### src/rtl/seg7_scan_if.sv
// seg7_scan_if: bundles the display-load strobe and the scanned segment/anode
// outputs of seg7_scan_driver.
//
// Handshake: load is a single-cycle strobe with no back-pressure. Whenever
// load is high on a clock edge the driver captures digits_in/dp_in; there is
// no ready signal because the driver can accept a load in every cycle.
// seg/an/frame_done are registered outputs from the driver.
interface seg7_scan_if #(
  parameter int NUM_DIGITS = 4
);
  logic                      load;
  logic [4*NUM_DIGITS-1:0]   digits_in;
  logic [NUM_DIGITS-1:0]     dp_in;
  logic [7:0]                seg;
  logic [NUM_DIGITS-1:0]     an;
  logic                      frame_done;

  modport master (
    output load, digits_in, dp_in,
    input  seg, an, frame_done
  );

  modport slave (
    input  load, digits_in, dp_in,
    output seg, an, frame_done
  );
endinterface

### src/rtl/seg7_scan_driver.sv
// seg7_scan_driver: multiplexed NUM_DIGITS x 7-segment scan driver with a
// latched shadow register, SCAN_DIV prescaler and a one-cycle blank between
// digits to stop ghosting. frame_done pulses on the blank cycle after the
// last digit.
// Optional build macro: SEG7_LEADING_ZERO_BLANK_EN blanks leading zeros on
// every digit except digit 0 (dp still shown).
module seg7_scan_driver #(
  parameter int NUM_DIGITS     = 4,
  parameter int SCAN_DIV       = 50000,
  parameter int HEX_MODE       = 0,
  parameter int SEG_ACTIVE_LOW = 0
) (
  input  logic           clk,
  input  logic           rst,
  seg7_scan_if.slave     bus,
  output logic           dbg_state_o
);

  localparam int CNT_W = $clog2(SCAN_DIV);
  localparam int IDX_W = (NUM_DIGITS > 2) ? $clog2(NUM_DIGITS) : 1;
  localparam logic [CNT_W-1:0]      CNT_LAST = CNT_W'(SCAN_DIV - 1);
  localparam logic [IDX_W-1:0]      IDX_LAST = IDX_W'(NUM_DIGITS - 1);
  localparam logic [7:0]            SEG_POL  = (SEG_ACTIVE_LOW != 0) ? 8'hFF : 8'h00;
  localparam logic [NUM_DIGITS-1:0] AN_POL   = (SEG_ACTIVE_LOW != 0) ? '1 : '0;

  typedef enum logic {
    ST_BLANK = 1'b0,
    ST_SHOW  = 1'b1
  } state_t;

  state_t                      state_q, state_d;
  logic [CNT_W-1:0]            cnt_q, cnt_d;
  logic [IDX_W-1:0]            idx_q, idx_d;
  logic [NUM_DIGITS-1:0]       an_q, an_d;
  logic [7:0]                  seg_q, seg_d;
  logic                        fd_q, fd_d;
  logic [NUM_DIGITS-1:0][3:0]  dig_q;
  logic [NUM_DIGITS-1:0]       dp_q;
  logic                        blank_cur;
  logic [7:0]                  shown_seg;

  // Active-high segment pattern {g..a}; values above 9 show a dash unless hex.
  function automatic logic [6:0] decode(input logic [3:0] v);
    logic [6:0] r;
    r = 7'h40;
    case (v)
      4'd0:  r = 7'h3F;
      4'd1:  r = 7'h06;
      4'd2:  r = 7'h5B;
      4'd3:  r = 7'h4F;
      4'd4:  r = 7'h66;
      4'd5:  r = 7'h6D;
      4'd6:  r = 7'h7D;
      4'd7:  r = 7'h07;
      4'd8:  r = 7'h7F;
      4'd9:  r = 7'h6F;
      4'd10: r = (HEX_MODE != 0) ? 7'h77 : 7'h40;
      4'd11: r = (HEX_MODE != 0) ? 7'h7C : 7'h40;
      4'd12: r = (HEX_MODE != 0) ? 7'h39 : 7'h40;
      4'd13: r = (HEX_MODE != 0) ? 7'h5E : 7'h40;
      4'd14: r = (HEX_MODE != 0) ? 7'h79 : 7'h40;
      4'd15: r = (HEX_MODE != 0) ? 7'h71 : 7'h40;
      default: r = 7'h40;
    endcase
    return r;
  endfunction

  // Shadow register: captures the display contents on a load strobe.
  always_ff @(posedge clk) begin
    if (rst) begin
      dig_q <= '0;
      dp_q  <= '0;
    end else if (bus.load) begin
      dig_q <= bus.digits_in;
      dp_q  <= bus.dp_in;
    end
  end

`ifdef SEG7_LEADING_ZERO_BLANK_EN
  logic [NUM_DIGITS-1:0] lz;

  // lz[k]: digit k and every higher-order digit are zero.
  always_comb begin
    lz = '0;
    lz[NUM_DIGITS-1] = (dig_q[NUM_DIGITS-1] == 4'd0);
    for (int k = NUM_DIGITS - 2; k >= 0; k--) begin
      lz[k] = (dig_q[k] == 4'd0) && lz[k+1];
    end
  end

  assign blank_cur = (idx_q != '0) && lz[idx_q];
`else
  assign blank_cur = 1'b0;
`endif

  assign shown_seg = {dp_q[idx_q], blank_cur ? 7'h00 : decode(dig_q[idx_q])};

  // Scan FSM next-state and next-output decode.
  always_comb begin
    state_d = state_q;
    cnt_d   = cnt_q;
    idx_d   = idx_q;
    an_d    = '0;
    seg_d   = 8'h00;
    fd_d    = 1'b0;
    case (state_q)
      ST_BLANK: begin
        state_d = ST_SHOW;
        cnt_d   = '0;
        an_d    = NUM_DIGITS'(1) << idx_q;
        seg_d   = shown_seg;
      end
      ST_SHOW: begin
        if (cnt_q == CNT_LAST) begin
          state_d = ST_BLANK;
          idx_d   = (idx_q == IDX_LAST) ? '0 : idx_q + IDX_W'(1);
          fd_d    = (idx_q == IDX_LAST);
        end else begin
          cnt_d = cnt_q + CNT_W'(1);
          an_d  = NUM_DIGITS'(1) << idx_q;
          seg_d = shown_seg;
        end
      end
      default: state_d = ST_BLANK;
    endcase
  end

  // State and output registers; polarity is applied as the outputs register.
  always_ff @(posedge clk) begin
    if (rst) begin
      state_q <= ST_BLANK;
      cnt_q   <= '0;
      idx_q   <= '0;
      an_q    <= AN_POL;
      seg_q   <= SEG_POL;
      fd_q    <= 1'b0;
    end else begin
      state_q <= state_d;
      cnt_q   <= cnt_d;
      idx_q   <= idx_d;
      an_q    <= an_d ^ AN_POL;
      seg_q   <= seg_d ^ SEG_POL;
      fd_q    <= fd_d;
    end
  end

  assign bus.seg        = seg_q;
  assign bus.an         = an_q;
  assign bus.frame_done = fd_q;
  assign dbg_state_o    = state_q;

endmodule

### src/flat_wrapper.sv
// flat-port wrapper written by rule: the top's interface ports become plain ports
module seg7_scan_driver_flat 
#(
  parameter int NUM_DIGITS     = 4,
  parameter int SCAN_DIV       = 50000,
  parameter int HEX_MODE       = 0,
  parameter int SEG_ACTIVE_LOW = 0
)
  (clk, rst, dbg_state_o, bus_load, bus_digits_in, bus_dp_in, bus_seg, bus_an, bus_frame_done);
  seg7_scan_if #(.NUM_DIGITS(NUM_DIGITS)) bus_i ();
  input  logic clk;
  input  logic rst;
  output logic dbg_state_o;
  input wire logic [$bits(bus_i.load)-1:0] bus_load;
  input wire logic [$bits(bus_i.digits_in)-1:0] bus_digits_in;
  input wire logic [$bits(bus_i.dp_in)-1:0] bus_dp_in;
  output wire logic [$bits(bus_i.seg)-1:0] bus_seg;
  output wire logic [$bits(bus_i.an)-1:0] bus_an;
  output wire logic [$bits(bus_i.frame_done)-1:0] bus_frame_done;
  assign bus_i.load = bus_load;
  assign bus_i.digits_in = bus_digits_in;
  assign bus_i.dp_in = bus_dp_in;
  assign bus_seg = bus_i.seg;
  assign bus_an = bus_i.an;
  assign bus_frame_done = bus_i.frame_done;
  seg7_scan_driver #(.NUM_DIGITS(NUM_DIGITS), .SCAN_DIV(SCAN_DIV), .HEX_MODE(HEX_MODE), .SEG_ACTIVE_LOW(SEG_ACTIVE_LOW)) u_core (.clk(clk), .rst(rst), .bus(bus_i), .dbg_state_o(dbg_state_o));
endmodule
### config.mk
export PLATFORM = sky130hd
export DESIGN_NAME = seg7_scan_driver_flat
export DESIGN_NICKNAME = d
export VERILOG_FILES = /design/src/rtl/seg7_scan_if.sv /design/src/rtl/seg7_scan_driver.sv /design/src/flat_wrapper.sv
export SDC_FILE = /design/constraint.sdc
export NUM_CORES = 1
export LEC_CHECK = 0
export BUFFER_PORTS_ARGS = -buffer_cell sky130_fd_sc_hd__buf_2
export CORE_ASPECT_RATIO = 1.75
export CORE_MARGIN = 1.5
export CORE_UTILIZATION = 35
export CTS_CLUSTER_DIAMETER = 50
export CTS_CLUSTER_SIZE = 10
export DETAILED_ROUTE_END_ITERATION = 10
export SYNTH_ARGS = -nofsm -noshare
export SYNTH_HDL_FRONTEND = slang
export SYNTH_SLANG_ARGS = --single-unit
### constraint.sdc
create_clock -name clk -period 1.95 [get_ports clk]
set_input_delay 0.195 -clock clk [delete_from_list [all_inputs] [get_ports clk]]
set_output_delay 0.195 -clock clk [all_outputs]
set_load 0.005 [all_outputs]
# == After elaboration in Yosys (flattened, before gate mapping) ==
# Memory sizes are Yosys's and may differ from the RTL's.
# Cells that the tools add are included.
# op_classes
n_eq_ne,3
n_addsub,2
magnitude_cmp,1
mux,13
reduce_logical,2
shifts,1
bitwise,2
# ops
op,n
case mux 16 bit (2 select lines),1
adder 16 x 1 -> 16 bit (second input constant),1
== test 16 bit (second input constant),1
two-way mux 16 bit,1
case mux 8 bit (2 select lines),1
binary-select mux 4 bit (select 2 bit),1
two-way mux 4 bit,2
two-way mux 8 bit,1
case mux 4 bit (2 select lines),1
left shift 1 x 2 -> 4 bit (first input constant),1
less-than comparator 2 x 3 -> 1 bit (second input constant),1
OR reduction 3 bit,1
adder 2 x 1 -> 2 bit (second input constant),1
binary-select mux 1 bit (select 2 bit),1
== test 2 bit (second input constant),1
two-way mux 1 bit,2
two-way mux 2 bit,1
!= test 2 bit (second input constant),1
inverter 1 bit,2
case mux 1 bit (2 select lines),1
AND reduction 2 bit,1
# word_totals
memories,1
romBits,112
wordCells,36
ff_bits,52
# memory_table
memory,words,width,read_ports,rd_clocked_by_memory_dff,wr,line,rtl
(no name shown),16,7,1,0,0,seg7_scan_driver.sv:46,case (v)

# == Longest topological paths before layout ==
# An unclocked memory read counts as a cell.
# depth
ltp_word,5
depth_mapped,7
mapped_depth_nobuf,6

# == Worst setup path before layout ==
# Ideal clock, no wire load.
# synth_timing
path_type,flip-flop to flip-flop
startpoint,register u_core.idx_q[0]
endpoint,"register u_core.seg_q[2], in the netlist u_core.bus.seg[2]"
t_required_ps,1885
arrival_ps,1911
stages_incl_launch_ff,7
period_less_slack_ps,1976
path_slack_ps,-26
path_cell_list,dfxtp_1 clkbuf_1 mux4_2 ha_1 nor2b_1 mux2_2 nor2_1
# synth_between
elab_chain_len,5
# synth_rtl
element,line,rtl
from (decl),seg7_scan_driver.sv:33,"logic [IDX_W-1:0] idx_q, idx_d;"
from (signal assigned),seg7_scan_driver.sv:140,idx_q <= idx_d;
binary-select mux 4 bit (select 2 bit) (*),seg7_scan_driver.sv:96,"assign shown_seg = {dp_q[idx_q], blank_cur ? 7'h00 : decode(dig_q[idx_q])};"
two-way mux 4 bit (not written as such) (*),seg7_scan_driver.sv:96,
memory read (16 x 7 bit) (*),-,
two-way mux 8 bit,seg7_scan_driver.sv:114,if (cnt_q == CNT_LAST) begin
case mux 8 bit (2 select lines) (*),seg7_scan_driver.sv:106,case (state_q)
to (signal assigned),seg7_scan_driver.sv:142,seg_q <= seg_d ^ SEG_POL;
to (decl),seg7_scan_driver.sv:35,"logic [7:0] seg_q, seg_d;"
# Mark *: on every way between the ends. The rest lies on a longest branch, timed or not. The select of a mux whose other input is x is not followed.
# A chain may end at the register's enable or synchronous reset.

# == Worst setup path after layout ==
# layout_timing
startpoint,register u_core.cnt_q[7]
endpoint,register u_core.idx_q[0]
# layout_between
elab_chain_len,2
# layout_rtl
element,line,rtl
from (decl),seg7_scan_driver.sv:32,"logic [CNT_W-1:0] cnt_q, cnt_d;"
from (signal assigned),seg7_scan_driver.sv:139,cnt_q <= cnt_d;
== test 16 bit,seg7_scan_driver.sv:114,
AND reduction 2 bit (no source line),-,
# Every way passes these cells.

==> results.json <==
{
  "status": "finished with violations",
  "violations": "setup timing",
  "fin_crit_ns": 1.96,
  "grt_pass1_vias": 1737,
  "drtIter0Drc": 60,
  "setup.worst_path.start_class": "flip-flop",
  "final_area_um2": 2810,
  "cts_tree": "done",
  "area_delta_synth_final_pct": 24.0,
  "hp-class": "input pin to flip-flop",
  "worstReg2RegStart": "u_core.cnt_q[7]",
  "fin_crit_sh": 1.00,
  "syn_nets": 262,
  "synth_most_common_cell": "dfxtp_1",
  "die_w_um": 63.8,
  "cap_violations": 0,
  "synth.distinct_cells": 36,
  "setup_viol": 1,
  "cp_slowest_cell": "or4_4",
  "required_ns": 2.19,
  "cp.arrival_ns": 2.20,
  "vias_per_cell": 4.85,
  "leakage_nw": 1.22,
  "fin_worst_skew_ns": 0.00440,
  "cts_made_buffers": 5,
  "critPathBufInv": 0,
  "hp-start": "bus_digits_in[11]",
  "seqCellArea_um2": 1040,
  "io_pins": 37,
  "final_util": 0.450,
  "slew_violations": 0,
  "vias": 1766,
  "synth_edf_count": 0,
  "finalWirelength_um": 4560,
  "multi_input_area_um2": 1170,
  "htreeDepth": 2,
  "place.port_buffers": 36,
  "syn-mean-instance-area_um2": 9.92,
  "crit_fanout": 4,
  "ys_ff_latch": 52,
  "syn_area_um2": 2260,
  "pre_cts_ws_ns": -0.00731,
  "yosys_warnings": 0,
  "r2r-end": "u_core.idx_q[0]",
  "drtPass1Iterations": 4,
  "die_h_um": 109,
  "ys_seq_area_frac": 0.460,
  "drive_above_1_share": 0.285,
  "dieArea_um2": 6970,
  "fp-row-count": 38,
  "clk_latency_ns": 0.30,
  "initial_core_util": 0.363,
  "core_um2": 6230,
  "cp_slowest_stage_delay_ns": 0.58,
  "reg2reg_slack_ns": -0.008,
  "total_power_mw": 2.07,
  "endpoint_kind": "flip-flop",
  "synth_top_area_share": 0.460,
  "cts_sinks": 52,
  "ys.flop_type": "dfxtp_1",
  "peakVddDrop_v": 0.000587,
  "asyncSetResetFlopFracSynth": 0,
  "syn_inst": 228,
  "cts_max_path_buffers": 2,
  "ant_nets": 0,
  "critPathLaunch": "u_core.cnt_q[7]",
  "antenna_found_initial": 0,
  "drc": 0,
  "timing.fmax_mhz": 511,
  "clkTransAtPathRegs_ns": 0.09,
  "dpl_cell_area_um2": 2670,
  "gp_congestion": 0.863,
  "hpwl_um": 3460,
  "fillerInstances": 621,
  "cts-root-buf": "clkbuf_8",
  "critPathTopFamily": "simple AND/OR/NAND/NOR gates",
  "finalNetCount": 317,
  "tightest_slew_ns": 0.568,
  "postCtsHoldBufs": 0,
  "min_path_cells": 3,
  "grt.total_usage": 0.140,
  "wl_per_cell_um": 12.5,
  "critical_path_class": "flip-flop to flip-flop",
  "yosys.area.top_type": "dfxtp_1",
  "setup_ws_ns": -0.00817,
  "crit_chain": "or4b_4 -> or4_4 -> or3_4 -> a21oi_2",
  "antennaDiodeCount": 0,
  "grt_first_pass_wirelength_um": 7560,
  "slew_headroom": 0.621,
  "overflow": 0,
  "rr_worst_depth": 4,
  "grt_max_degree": 30,
  "min_to": "u_core.dig_q[11]",
  "hold_viol": 0,
  "grt_setup_unrepaired": "true",
  "pwr_density_cell_nw_per_um2": 739,
  "yosys-top-cells-count": "dfxtp_1, nor2_1, mux2i_1",
  "ys_top_cells_by_area": "dfxtp_1, mux2i_1, nor2_1"
}
## tightest hold or removal path, delay by kind of cell
family | cells | cell delay (ns)
buffers and inverters | 1 | 0.07
AND/OR/NAND/NOR | 1 | 0.07
multiplexers | 1 | 0.05
## state kept, by name (all words and copies together) (netlist names)
| signal | count |
|---|---|
| u_core.bus.an | 4 |
| u_core.bus.frame_done | 1 |
| u_core.bus.seg | 8 |
| u_core.cnt_q | 16 |
| u_core.dbg_state_o | 1 |
| u_core.dig_q | 16 |
| u_core.dp_q | 4 |
| u_core.idx_q | 2 |
## kinds of logic (layout without fill, tap and decap cells)
| kind of cell | Yosys count | in the layout | synth area share |
|---|---|---|---|
| AO/OA/AOI/OAI | 17 | 17 | 0.0465 |
| XOR/XNOR | 9 | 9 | 0.0348 |
| adder cells (fa/ha/maj) | 11 | 11 | 0.0608 |
| buffers and inverters | 18 | 74 | 0.0299 |
| flip-flops | 52 | 52 | 0.460 |
| multiplexers | 27 | 27 | 0.148 |
| AND/OR/NAND/NOR | 94 | 94 | 0.220 |
## area by class of cell
cell class / count / share of cell area
clock buffers: 6 / 0.0294
clock inverters: 2 / 0.0138
inverters: 9 / 0.0120
multi-input cells: 158 / 0.416
flip-flops and latches: 52 / 0.372
well taps: 80 / 0.0357
repair buffers: 57 / 0.122
## routing by layer
metal  share of wire  vias up  GRT usage
met3           0.034       10     0.0256
met5               0        -          0
met1            0.40      820      0.145
li1                -      898          -
met4           0.028        0     0.0730
met2            0.53       38      0.264
## report_power, final
| group | internal, mW | switching (mW) |
|---|---|---|
| Combinational | 0.0862 | 0.0827 |
| Clock | 0.420 | 0.358 |
| Sequential | 1.10 | 0.0201 |
| Total | 1.61 | 0.461 |
## worst max-delay path by stage
stage	to	cells after the start	slack, ns
after floorplan	u_core.idx_q[0]	4	0.02
after global placement	u_core.idx_q[0]	4	0.02
after detailed placement	u_core.idx_q[0]	4	-0.007
after CTS	u_core.idx_q[0]	4	0.007
after global routing	u_core.idx_q[0]	4	-0.09
final	u_core.idx_q[0]	4	-0.008
## stage by stage
stage | setup TNS, ns | hold slack [ns] | std cells
after CTS | 0 | 0.104 | 364
after floorplan | 0 | 0.342 | 228
after detailed placement | -0.00731 | 0.437 | 356
final | -0.00817 | 0.117 | 364
after global placement | 0 | 0.429 | 356
after global routing | -0.294 | 0.113 | 364
## cells in the final DEF, fill, tap and decap left out, types with 2 or more instances in the layout
cell,Yosys,final
buf_4,0,20
nand4b_1,2,2
clkbuf_8,0,6
and3_1,3,3
nand2b_1,3,3
and2_1,6,6
nor2b_1,3,3
nand4_1,6,6
dfxtp_1,52,51
or3_1,4,3
ha_1,11,11
o21ai_0,2,2
inv_1,8,8
xnor2_1,5,5
nand2_1,9,9
xor2_1,4,4
mux4_2,5,5
buf_2,0,36
nor3_1,4,4
a21oi_1,9,8
mux2i_1,21,21
nand3_1,6,6
o32ai_1,3,3
nor2_1,39,39
or4b_4,1,2
nor4_1,2,2
## timing repair
item | in CTS | in global routing
setup endpoints to repair | 1 | 15
hold endpoints to repair | 0 | 0
gates resized for setup | 0 | 5
setup buffers | 0 | 0
cloned | 0 | 0
pin swaps | 3 | 2
Note: power is estimated with default switching activity, not from simulation.
